$ cat src/rtl/sr_cmd_gen.sv
// sr_cmd_gen: synchronizes and debounces two push-buttons and turns each
// debounced press into a single-cycle, mutually exclusive S or R pulse.
module sr_cmd_gen #(
   parameter int DEBOUNCE_CYCLES = 4,
   parameter bit PRIORITY_SET    = 1'b0,
   parameter int CNT_W           = 8
) (
   input  logic             clk,
   input  logic             rst,
   input  logic             set_btn,
   input  logic             clr_btn,
   output logic             S,
   output logic             R,
   output logic             conflict,
   output logic [CNT_W-1:0] set_cnt,
   output logic [CNT_W-1:0] clr_cnt
);

   localparam int DW = $clog2(DEBOUNCE_CYCLES + 1);
   localparam logic [DW-1:0] DLAST = DW'(DEBOUNCE_CYCLES - 1);

   // bit 0 = set channel, bit 1 = clr channel
   logic [1:0]    btn;
   logic [1:0]    sync1;
   logic [1:0]    sync2;
   logic [1:0]    db;
   logic [1:0]    qual;
   logic [1:0]    press;
   logic [DW-1:0] dcnt [2];

   logic s_nxt;
   logic r_nxt;
   logic c_nxt;

   assign btn = {clr_btn, set_btn};

   always_comb begin
      qual = '0;
      for (int i = 0; i < 2; i++) begin
         qual[i] = (sync2[i] != db[i]) && (dcnt[i] == DLAST);
      end
      press = qual & sync2;
   end

   always_ff @(posedge clk) begin
      if (rst) begin
         sync1 <= '0;
         sync2 <= '0;
         db    <= '0;
         for (int i = 0; i < 2; i++) begin
            dcnt[i] <= '0;
         end
      end else begin
         sync1 <= btn;
         sync2 <= sync1;
         for (int i = 0; i < 2; i++) begin
            if (sync2[i] == db[i]) begin
               dcnt[i] <= '0;
            end else if (dcnt[i] == DLAST) begin
               db[i]   <= sync2[i];
               dcnt[i] <= '0;
            end else begin
               dcnt[i] <= dcnt[i] + DW'(1);
            end
         end
      end
   end

   always_comb begin
      s_nxt = 1'b0;
      r_nxt = 1'b0;
      c_nxt = 1'b0;
      unique case (press)
         2'b01: s_nxt = 1'b1;
         2'b10: r_nxt = 1'b1;
         2'b11: begin
            s_nxt = PRIORITY_SET;
            c_nxt = 1'b1;
         end
         default: ;
      endcase
   end

   always_ff @(posedge clk) begin
      if (rst) begin
         S        <= 1'b0;
         R        <= 1'b0;
         conflict <= 1'b0;
         set_cnt  <= '0;
         clr_cnt  <= '0;
      end else begin
         S        <= s_nxt;
         R        <= r_nxt;
         conflict <= c_nxt;
         if (s_nxt) set_cnt <= set_cnt + CNT_W'(1);
         if (r_nxt) clr_cnt <= clr_cnt + CNT_W'(1);
      end
   end

endmodule

$ cat config.mk
export PLATFORM = sky130hd
export DESIGN_NAME = sr_cmd_gen
export DESIGN_NICKNAME = d
export VERILOG_FILES = /design/src/rtl/sr_cmd_gen.sv
export SDC_FILE = /design/constraint.sdc
export NUM_CORES = 1
export LEC_CHECK = 0
export ABC_CLOCK_PERIOD_IN_PS = 5300
export BUFFER_PORTS_ARGS = -buffer_cell sky130_fd_sc_hd__clkbuf_2
export CORE_ASPECT_RATIO = 1.25
export CORE_MARGIN = 3
export CORE_UTILIZATION = 25
export CTS_CLUSTER_SIZE = 40
export DETAILED_ROUTE_END_ITERATION = 8
export PLACE_DENSITY = 0.49
export SLEW_MARGIN = 20
export SYNTH_ARGS = -nofsm -noshare
export SYNTH_HDL_FRONTEND = slang
export SYNTH_SLANG_ARGS = --single-unit
$ cat constraint.sdc
create_clock -name clk -period 5.3 [get_ports clk]
set_input_delay 0.265 -clock clk [delete_from_list [all_inputs] [get_ports clk]]
set_output_delay 0.265 -clock clk [all_outputs]
set_load 0.05 [all_outputs]
==> results.ini <==
[die]
num_rows = 29
die-area_sq_mm = 0.00655
io_pins = 23
die_y_um = 89.7
dieWidth_um = 73.0
core-area_sq_mm = 0.00526
initial_core_util = 0.267

[grt]
gr-total-overflow = 0
grt_pass1_wl_mm = 4.44
grt_usage = 0.0851
antenna_found_initial = 0
grt_pass1_vias = 999
grt_max_degree = 34

[pwr]
p_per_area_mw_per_mm2 = 264
power_uw = 435
p_sw_frac = 0.223
switchingPower_uw = 96.9
clockPowerShare = 0.403
pwr-share-seq = 0.565
leakagePower_uw = 0.000647
combPwrFrac = 0.031
ir_worst_vdd_mv = 0.141
p_int_uw = 338

[logic_synthesis]
synth.top_cell.area_share = 0.357
yosysUniqueCellTypes = 30
avgSynthCellArea_sq_um = 9.95
synth_top_area_cell = dfxtp_1
ys_ff_latch = 31
ys.flop_type = dfxtp_1
yosys-top-cells-count = 25 x dfxtp_1, 14 x nor2_1, 10 x a21oi_1, 10 x nor2b_1, 9 x nand3_1
synthCells = 141
synth_top_family_by_area = simple AND/OR/NAND/NOR gates
ys_async_sr_fraction = 0
synth-adder-area-share = 0.0535
ys_warn_count = 0
synth-edff-count = 6
ys_seq_area_frac = 0.485
syn_area_sq_mm = 0.00140
synth_compound_area_frac = 0.0803
synthTopCellsByArea = dfxtp_1 36%, edfxtp_1 13%, ha_1 5.4%
yosysMostFrequentCell = dfxtp_1
synth-simple-area-share = 0.261
synthMuxAreaShare = 0.0624
synth_xor_area_frac = 0.0125

[worst_setup_path]
endpoint = set_cnt[7]$_SDFFE_PP0P_
crit_path_end_kind = flop
arrival_ns = 2.17
r2r-end = set_cnt[7]$_SDFFE_PP0P_
r2r_start = dcnt[1][0]$_SDFFCE_PN0P_
required_ns = 5.46
reg2reg_depth = 5
start_kind = flop
crit_type = flop to flop
cp_max_fo = 12
rrSetupSlack_ns = 3.29
startpoint = dcnt[1][0]$_SDFFCE_PN0P_

[sta]
fin_setup_tns_ns = 0
finalClockSkew_ns = 0.00875
post-route-period-util = 0.379
maxSlewHeadroom = 0.570
max_freq_ghz = 0.498
rsz0062_at_grt = false
finalSetupViolCount = 0
slew_viol_final = 0
post-route-min-period_ns = 2.01
hold_viol = 0
tightestPinTransition_ns = 0.644
setup_ws_ns = 3.29

[detailed_routing]
drc = 0
drt_iter0_drc = 64
finalWirelength_mm = 2.61
vias_per_cell = 4.73
wl_per_cell_um = 11.4
vias = 1088
ant_nets = 0
drt_first_pass_iters = 4

[finish]
fin_nets = 177
multi_input_area_sq_um = 682
fin_util = 0.313
area_delta_synth_final_pct = 17.6
ff_latch_area_sq_um = 681
num_antenna_cells = 0
layout-drive-gt1-share = 0.202
fill_cells = 550

[placed_design]
dp_hpwl_mm = 1.80
globalplace.congestion = 0.655
dp_slack_ns = 3.27
io_buffers = 22

[clocking]
cts_inserted_buffers = 5
post_cts_buffers = 0
insertion_delay_ns = 0.28
cts_buffer_depth = 2
clock_sinks = 31
cts.htree.levels = 2
cts_tree = yes
hold_buffers = 0
root_buffer = clkbuf_8
path_clk_slew_ns = 0.07
cts_resized = 0

[min_path]
hold_path.class = input port to flop

[run]
cap_violations = 0

[status]
status = completed

==> state kept, by name, indices dropped and copies added (netlist names) <==
signal / flops
clr_cnt: 8
set_cnt: 8
dcnt: 6
db: 2
sync1: 2
sync2: 2
R: 1
S: 1
conflict: 1
==> per-layer routing <==
| metal | track usage | up-vias | part of all wire |
|---|---|---|---|
| met2 | 0.129 | 28 | 0.47 |
| met3 | 0.0379 | 2 | 0.063 |
| li1 | - | 557 | - |
| met5 | 0 | - | 0 |
| met1 | 0.104 | 501 | 0.45 |
| met4 | 0.0323 | 0 | 0.012 |
==> cells in the final DEF, fill, tap and decap left out, drive strengths merged, types with 4 or more instances in the layout <==
master  instances
o21ai           5
nor2           14
mux2            6
nand3           9
edfxtp          6
dfxtp          25
inv             4
or4             5
a21oi          10
o31ai           5
conb            6
clkbuf         27
nor2b          10
or3             5
ha              6
==> area by class of cell <==
type | count | share of cell area
multi-input combinational | 103 | 0.414
sequential | 31 | 0.413
timing repair buffer | 22 | 0.0668
tap | 62 | 0.0470
clock buffer | 5 | 0.0417
clock inverter | 3 | 0.00910
inverter | 4 | 0.00910
==> power groups by stage <==
stage          logic (uW)  clock network, uW  registers [uW]
2_1_floorplan        10.3                  0             251
3_3_place_gp         13.9                  0             251
3_5_place_dp         14.0                  0             251
4_1_cts              14.0                186             246
5_1_grt              16.2                195             246
6_report             13.7                176             246
==> worst min-delay path by stage <==
stage	start	end	slack (ns)	depth (start not counted)
floorplan	set_btn	sync1[0]$_SDFF_PP0_	0.39	1
global placement	sync1[1]$_SDFF_PP0_	sync2[1]$_SDFF_PP0_	0.43	1
detailed placement	sync1[1]$_SDFF_PP0_	sync2[1]$_SDFF_PP0_	0.43	1
CTS	clr_btn	sync1[1]$_SDFF_PP0_	0.19	2
global route	clr_btn	sync1[1]$_SDFF_PP0_	0.20	2
finish	set_btn	sync1[0]$_SDFF_PP0_	0.20	2
==> critical path, stage by stage, from the launching register on <==
cell	delay (ns)
edfxtp_1	0.39
ha_1	0.22
ha_1	0.24
and3b_1	0.33
nor4_2	0.36
mux2_1	0.35
==> through the flow <==
step | hold slack (ns) | std cells | area (sq um)
6_report | 0.201 | 230 | 1650
5_1_grt | 0.195 | 230 | 1650
4_1_cts | 0.194 | 230 | 1650
3_5_place_dp | 0.428 | 222 | 1570
3_3_place_gp | 0.430 | 222 | 1570
2_1_floorplan | 0.393 | 146 | 1420
==> kinds of logic after synthesis <==
kind of cell,count (synthesis)
compound gates,20
xor+xnor,2
fa+ha+maj,6
buf+inv,12
flops,31
mux,8
other cells,1
simple gates,61
Power figures use the tool's default switching activity.
